==> src/rtl/hw_framebuf_axis_rd.sv <==
// ============================================================================
// hw_framebuf_axis_rd
//
// Frame-buffer read-out engine. Reads one stored frame from the camera
// frame-buffer BRAM through a read-only port and streams it out as
// AXI4-Stream video. tuser marks the first pixel of the frame, and tlast
// marks the last pixel of each line.
//
// Ports:
//   aclk, aresetn            clock / asynchronous active-low reset
//   frame_start, frame_base  one-cycle frame request and first pixel address
//   busy, done               frame in progress / one-cycle completion pulse
//   addr, clk, en, we, din   BRAM port (read-only: we and din are tied to 0)
//   dout                     BRAM read data, valid RD_LATENCY cycles after en
//   m_axis_*                 AXI4-Stream video output
//
// Handshake: a beat transfers on any rising aclk edge where tvalid and
// tready are both high. Once tvalid is raised, tvalid, tdata, tuser and tlast
// hold until that transfer happens.
//
// Optional build macro: HW_FBRD_TPG_EN. When it is defined, a colour-bar test
// pattern {col[4:0], line[5:0], col[4:0]} replaces dout at the FIFO input.
// BRAM reads still occur, so the timing does not change.
//
// Debug: the FSM state is exposed on o_dbg_state.
// ============================================================================
module hw_framebuf_axis_rd #(
    parameter int AWIDTH     = 19,
    parameter int DWIDTH     = 16,
    parameter int H_ACTIVE   = 640,
    parameter int V_ACTIVE   = 480,
    parameter int RD_LATENCY = 2,
    parameter int FIFO_DEPTH = 4
) (
    input  logic              aclk,
    input  logic              aresetn,
    input  logic              frame_start,
    input  logic [AWIDTH-1:0] frame_base,
    output logic              busy,
    output logic              done,
    output logic [AWIDTH-1:0] addr,
    output logic              clk,
    output logic              en,
    output logic              we,
    output logic [DWIDTH-1:0] din,
    input  logic [DWIDTH-1:0] dout,
    output logic [DWIDTH-1:0] m_axis_tdata,
    output logic              m_axis_tvalid,
    input  logic              m_axis_tready,
    output logic              m_axis_tuser,
    output logic              m_axis_tlast,
    output logic [1:0]        o_dbg_state
);
    // Counters are at least 5/6 bits wide so the test-pattern slices are legal.
    localparam int CW   = ($clog2(H_ACTIVE) > 5) ? $clog2(H_ACTIVE) : 5;
    localparam int LW   = ($clog2(V_ACTIVE) > 6) ? $clog2(V_ACTIVE) : 6;
    localparam int PW   = $clog2(FIFO_DEPTH);
    localparam int CNTW = PW + 1;

    typedef enum logic [1:0] {S_IDLE = 2'd0, S_READ = 2'd1, S_DRAIN = 2'd2} state_t;

    state_t              r_state;
    logic [AWIDTH-1:0]   r_addr;
    logic [CW-1:0]       r_col;
    logic [LW-1:0]       r_line;
    logic                r_busy;
    logic                r_done;

    // Sideband delay line, aligned with the BRAM read pipeline.
    logic [RD_LATENCY-1:0] r_dl_v;
    logic [RD_LATENCY-1:0] r_dl_sof;
    logic [RD_LATENCY-1:0] r_dl_eol;
`ifdef HW_FBRD_TPG_EN
    logic [CW-1:0]         r_dl_col  [RD_LATENCY];
    logic [LW-1:0]         r_dl_line [RD_LATENCY];
`endif

    // Output FIFO
    logic [DWIDTH-1:0]     r_fifo_data [FIFO_DEPTH];
    logic [FIFO_DEPTH-1:0] r_fifo_sof;
    logic [FIFO_DEPTH-1:0] r_fifo_eol;
    logic [PW-1:0]         r_wr_ptr;
    logic [PW-1:0]         r_rd_ptr;
    logic [CNTW-1:0]       r_count;

    logic [CNTW-1:0]       w_inflight;
    logic                  w_issue;
    logic                  w_last_px;
    logic                  w_push;
    logic                  w_pop;
    logic                  w_start;
    logic                  w_final;
    logic [DWIDTH-1:0]     w_push_data;

    always_comb begin
        w_inflight = '0;
        for (int i = 0; i < RD_LATENCY; i++) begin
            w_inflight = w_inflight + CNTW'(r_dl_v[i]);
        end
    end

    // Credit rule: a read is issued only if it is sure to get a FIFO slot.
    assign w_issue   = (r_state == S_READ) &&
                       ((CNTW+1)'(w_inflight) + (CNTW+1)'(r_count) < (CNTW+1)'(FIFO_DEPTH));
    assign w_last_px = (r_col == CW'(H_ACTIVE-1)) && (r_line == LW'(V_ACTIVE-1));
    assign w_push    = r_dl_v[RD_LATENCY-1];
    assign w_pop     = (r_count != '0) && m_axis_tready;
    // A start arriving in the done cycle is also ignored.
    assign w_start   = frame_start && (r_state == S_IDLE) && !r_done;
    // The last beat leaves when the final entry is popped with nothing left in
    // flight. Finishing on that pop puts done in the very next cycle.
    assign w_final   = (r_state == S_DRAIN) && w_pop && (r_count == CNTW'(1)) &&
                       (w_inflight == '0);

`ifdef HW_FBRD_TPG_EN
    assign w_push_data = DWIDTH'({r_dl_col[RD_LATENCY-1][4:0],
                                  r_dl_line[RD_LATENCY-1][5:0],
                                  r_dl_col[RD_LATENCY-1][4:0]});
`else
    assign w_push_data = dout;
`endif

    // Frame control FSM
    always_ff @(posedge aclk or negedge aresetn) begin
        if (!aresetn) begin
            r_state <= S_IDLE;
            r_addr  <= '0;
            r_col   <= '0;
            r_line  <= '0;
            r_busy  <= 1'b0;
            r_done  <= 1'b0;
        end else begin
            r_done <= 1'b0;
            case (r_state)
                S_IDLE: begin
                    if (w_start) begin
                        r_state <= S_READ;
                        r_addr  <= frame_base;
                        r_col   <= '0;
                        r_line  <= '0;
                        r_busy  <= 1'b1;
                    end
                end
                S_READ: begin
                    if (w_issue) begin
                        r_addr <= r_addr + AWIDTH'(1);
                        if (r_col == CW'(H_ACTIVE-1)) begin
                            r_col  <= '0;
                            r_line <= r_line + LW'(1);
                        end else begin
                            r_col <= r_col + CW'(1);
                        end
                        if (w_last_px) begin
                            r_state <= S_DRAIN;
                        end
                    end
                end
                S_DRAIN: begin
                    if (w_final) begin
                        r_state <= S_IDLE;
                        r_busy  <= 1'b0;
                        r_done  <= 1'b1;
                    end
                end
                default: r_state <= S_IDLE;
            endcase
        end
    end

    // Sideband delay line
    always_ff @(posedge aclk or negedge aresetn) begin
        if (!aresetn) begin
            r_dl_v   <= '0;
            r_dl_sof <= '0;
            r_dl_eol <= '0;
`ifdef HW_FBRD_TPG_EN
            for (int i = 0; i < RD_LATENCY; i++) begin
                r_dl_col[i]  <= '0;
                r_dl_line[i] <= '0;
            end
`endif
        end else begin
            r_dl_v[0]   <= w_issue;
            r_dl_sof[0] <= (r_col == '0) && (r_line == '0);
            r_dl_eol[0] <= (r_col == CW'(H_ACTIVE-1));
`ifdef HW_FBRD_TPG_EN
            r_dl_col[0]  <= r_col;
            r_dl_line[0] <= r_line;
`endif
            for (int i = 1; i < RD_LATENCY; i++) begin
                r_dl_v[i]   <= r_dl_v[i-1];
                r_dl_sof[i] <= r_dl_sof[i-1];
                r_dl_eol[i] <= r_dl_eol[i-1];
`ifdef HW_FBRD_TPG_EN
                r_dl_col[i]  <= r_dl_col[i-1];
                r_dl_line[i] <= r_dl_line[i-1];
`endif
            end
        end
    end

    // Output FIFO. Storage is cleared on reset so that no stale pixel can leak
    // out and tdata reads 0 when the block comes out of reset.
    always_ff @(posedge aclk or negedge aresetn) begin
        if (!aresetn) begin
            for (int i = 0; i < FIFO_DEPTH; i++) begin
                r_fifo_data[i] <= '0;
            end
            r_fifo_sof <= '0;
            r_fifo_eol <= '0;
            r_wr_ptr   <= '0;
            r_rd_ptr   <= '0;
            r_count    <= '0;
        end else begin
            if (w_push) begin
                r_fifo_data[r_wr_ptr] <= w_push_data;
                r_fifo_sof[r_wr_ptr]  <= r_dl_sof[RD_LATENCY-1];
                r_fifo_eol[r_wr_ptr]  <= r_dl_eol[RD_LATENCY-1];
                r_wr_ptr              <= r_wr_ptr + PW'(1);
            end
            if (w_pop) begin
                r_rd_ptr <= r_rd_ptr + PW'(1);
            end
            case ({w_push, w_pop})
                2'b10:   r_count <= r_count + CNTW'(1);
                2'b01:   r_count <= r_count - CNTW'(1);
                default: r_count <= r_count;
            endcase
        end
    end

    assign clk           = aclk;
    assign en            = w_issue;
    assign addr          = r_addr;
    assign we            = 1'b0;
    assign din           = '0;
    assign busy          = r_busy;
    assign done          = r_done;
    assign m_axis_tvalid = (r_count != '0);
    assign m_axis_tdata  = r_fifo_data[r_rd_ptr];
    assign m_axis_tuser  = m_axis_tvalid && r_fifo_sof[r_rd_ptr];
    assign m_axis_tlast  = m_axis_tvalid && r_fifo_eol[r_rd_ptr];
    assign o_dbg_state   = r_state;

endmodule

==> config.mk <==
export PLATFORM = sky130hd
export DESIGN_NAME = hw_framebuf_axis_rd
export DESIGN_NICKNAME = d
export VERILOG_FILES = /design/src/rtl/hw_framebuf_axis_rd.sv
export SDC_FILE = /design/constraint.sdc
export NUM_CORES = 1
export LEC_CHECK = 0
export CORE_ASPECT_RATIO = 1.5
export CORE_UTILIZATION = 49
export CTS_CLUSTER_DIAMETER = 30
export CTS_CLUSTER_SIZE = 8
export DETAILED_ROUTE_END_ITERATION = 8
export PLACE_DENSITY_LB_ADDON = 0.15
export SETUP_SLACK_MARGIN = 0.1
export SLEW_MARGIN = 20
export SYNTH_ARGS = -nofsm -noshare
export SYNTH_HDL_FRONTEND = slang
export SYNTH_SLANG_ARGS = --single-unit
==> constraint.sdc <==
create_clock -name aclk -period 2.3 [get_ports aclk]
set_clock_uncertainty 0.15 [all_clocks]
set_input_delay 0.23 -clock aclk [delete_from_list [all_inputs] [get_ports aclk]]
set_output_delay 0.23 -clock aclk [all_outputs]
set_load 0.01 [all_outputs]
==> reports/metrics.yaml <==
timing:
  period_minus_slack_ps: 2330
  layout_worst_path_cycle_share_pct: 101
  layout_setup_ws_ps: -33.2
  timing.max_slew.rel_slack_pct: 65.7
  count_of_final_max_slew_check_failures: 0
  rsz0062_at_grt: "yes"
  finalSetupViolCount: 4
  finalSetupTns_ps: -79.1
  fmax_mhz: 429
  finalHoldViolations: 0
  worst_slew_pin_slew_ps: 515
die:
  die_width_um: 94.6
  floorplan.core_area_sq_um: 12500
  initial_core_utilization_pct: 50.4
  die-height_um: 141
  io_pins: 100
  floorplan.die_area_sq_um: 13300
  row_count: 50
global_routing:
  overflow: 0
  grt.total_usage_pct: 24.2
  grt_start_max_net_pins: 59
  number_of_global_route_vias_before_repair: 5012
  grt_pass1_wl_um: 24700
  antenna_found_initial: 0
power_and_ir_drop:
  p_leak_nw: 3.66
  vdd.ir_drop.worst_uv: 682
  power_density_nw_per_um2: 1430
  total_power_w: 0.0121
finish:
  num-nets-final: 713
  post_route_cells_drive_above_1_share_pct: 31.9
  final_cells: 826
  num_antenna_cells: 0
  syn2layout_area_growth_pct: 34.8
logic_synthesis:
  synthTopCellsByArea: "sky130_fd_sc_hd__dfrtp_1 (50%), sky130_fd_sc_hd__mux2_2 (13%), sky130_fd_sc_hd__mux4_2 (6.4%)"
  synth_enable_flop_cells: 0
  synth.yosys.warnings: 0
  synth-seq-area-share_pct: 50.4
  synth_top_area_share_pct: 50.4
  post_synth_num_cell_types: 52
  synth_flop_cell: "sky130_fd_sc_hd__dfrtp_1"
  ys_ff_latch: 127
  synthDominantAreaCellType: "sky130_fd_sc_hd__dfrtp_1"
  mappedNetlistArea_sq_um: 6300
  yosys-top-cells-count: "sky130_fd_sc_hd__dfrtp_1 (127), sky130_fd_sc_hd__mux2_2 (72), sky130_fd_sc_hd__o21ai_0 (34)"
  postSynthAreaPerCell_sq_um: 11.9
  syn_inst: 532
  synth_async_sr_flop_share_pct: 100
  synth_most_common_cell: "sky130_fd_sc_hd__dfrtp_1"
run:
  drv_cap: 0
setup_path:
  worst_setup_path_end_kind: "flip-flop"
  worst_ep_arrival_time_ps: 2590
  path_max_fanout: 21
  worst_setup_path_start_kind: "flip-flop"
  worst_ep_required_time_ps: 2550
  setup.worst_path.class: "reg -> reg"
route:
  routed-via-count: 4796
  drt-initial-drc-count: 162
  drt_pre_antenna_iters: 5
  wire_per_inst_um: 18.8
  post-route-drc-count: 0
  viasPerCell: 5.81
  route.final.wire_length_um: 15500
  number_of_routed_nets_with_antenna_violations: 0
place:
  place_congestion: 0.830
  placement.setup.worst_slack_ps: -75.3
  hpwl_um: 9870
  place_inst: 771
  place.port_buffers: 82
clocking:
  path_clk_slew_ps: 60
  clock_insertion_delay_worst_skew_ps: 520
  clock_tree_from_tritoncts: "done"
outcome:
  run_status: "finished, violations left"
  failed_checks: "setup timing"
worst_hold_path:
  worst_hold_path_type: "in -> async"
-- per-layer routing --
metal	wire (um)	GRT usage (%)
met1	6100	28.5
met2	8550	42.2
met3	682	6.20
met4	208	7.89
met5	0	0
-- worst max-delay path, stage by stage, from the launching register on --
cell                       delay [ps]
sky130_fd_sc_hd__dfrtp_1          390
sky130_fd_sc_hd__ha_2             200
sky130_fd_sc_hd__ha_4             210
sky130_fd_sc_hd__a311oi_2         220
sky130_fd_sc_hd__buf_4            170
sky130_fd_sc_hd__buf_4            110
sky130_fd_sc_hd__a21oi_2           90
sky130_fd_sc_hd__buf_12           180
sky130_fd_sc_hd__or3_1            370
sky130_fd_sc_hd__o311a_1          110
-- layout by cell type (no fill, tap or decap), types with 4 or more instances in the layout --
cell type,Yosys,layout
sky130_fd_sc_hd__conb_1,1,17
sky130_fd_sc_hd__nor2_1,12,12
sky130_fd_sc_hd__o21ai_0,34,30
sky130_fd_sc_hd__clkdlybuf4s50_1,0,60
sky130_fd_sc_hd__a31oi_1,10,10
sky130_fd_sc_hd__inv_1,21,20
sky130_fd_sc_hd__o211ai_1,5,5
sky130_fd_sc_hd__nor3_1,6,6
sky130_fd_sc_hd__nand2_1,27,26
sky130_fd_sc_hd__nand2b_1,4,4
sky130_fd_sc_hd__mux4_2,18,18
sky130_fd_sc_hd__dfrtp_1,127,125
sky130_fd_sc_hd__bufinv_16,0,5
sky130_fd_sc_hd__buf_6,0,24
sky130_fd_sc_hd__mux2_2,72,72
sky130_fd_sc_hd__and4_1,4,4
sky130_fd_sc_hd__nand3_1,22,22
sky130_fd_sc_hd__clkbuf_16,0,22
sky130_fd_sc_hd__and3_1,8,8
sky130_fd_sc_hd__ha_1,17,14
sky130_fd_sc_hd__xor2_1,4,4
sky130_fd_sc_hd__nand4_1,11,11
sky130_fd_sc_hd__o21ai_1,2,5
sky130_fd_sc_hd__o22ai_1,7,7
sky130_fd_sc_hd__or4_1,5,5
sky130_fd_sc_hd__buf_12,0,7
sky130_fd_sc_hd__buf_4,19,36
sky130_fd_sc_hd__a21oi_1,23,21
sky130_fd_sc_hd__or3_1,6,6
-- state kept, by name (all words and copies together) (netlist names), 3 cells and up --
name,cells
r_col,10
r_fifo_eol,4
r_count,3
r_line,9
r_fifo_data,64
r_fifo_sof,4
addr,19
-- timing repair --
item	4_1_cts	5_1_grt
gates cloned	1	3
resized for setup	106	28
pin swaps	7	4
endpoints found under the hold margin	89	0
setup buffers	12	7
hold buffers	1	0
setup endpoints to repair	43	58
-- final timing paths --
| path | to | from | slack (ps) | cells after the start |
|---|---|---|---|---|
| setup / recovery | addr[17]$_DFFE_PN0P_ | r_dl_v[1]$_DFF_PN0_ | -30 | 9 |
| setup reg to reg | addr[17]$_DFFE_PN0P_ | r_dl_v[1]$_DFF_PN0_ | -30 | 9 |
| min in group aclk | addr[1]$_DFFE_PN0P_ | frame_base[1] | 130 | 3 |
| max in group asynchronous | r_count[0]$_DFFE_PN0P_ | aresetn | 1040 | 3 |
| hold / removal | r_fifo_data[63]$_DFFE_PN0P_ | aresetn | 50 | 2 |
| hold reg to reg | r_dl_eol[1]$_DFF_PN0_ | r_dl_eol[0]$_DFF_PN0_ | 200 | 0 |
-- stage by stage --
step / utilization, % / cell area, sq um / hold slack (ps)
after floorplan: - / 6380 / -216
after detailed placement: 59.4 / 7430 / 59.8
after CTS: 66.5 / 8320 / 59.5
after global routing: 67.9 / 8500 / 77.0
final: 67.9 / 8500 / 49.2
after global placement: 59.4 / 7430 / 52.2
-- power breakdown --
part           switching, W  internal, W
Combinational       0.00221      0.00306
Sequential         0.000568      0.00306
Clock               0.00105      0.00219
Total               0.00383      0.00831
-- logic make-up after synthesis --
family | count (synthesis) | share of synthesized area, %
AOI/OAI and AO/OA | 102 | 9.96
adders and majority gates | 17 | 3.37
xor gates and xnor gates | 7 | 0.972
and+or+nand+nor | 120 | 10.4
buffers and inverters | 66 | 5.18
muxes | 92 | 19.6
DFF | 127 | 50.4
other | 1 | 0.0595
-- layout make-up --
cell class	instances	area, sq um
Tap cell	156	195
Fill cell	914	4010
Sequential cell	127	3180
Clock buffer	22	523
Timing Repair Buffer	131	1350
Multi-Input combinational cell	355	2960
Clock inverter	14	214
Inverter	21	81.3
(Power assumes the default switching activity.)
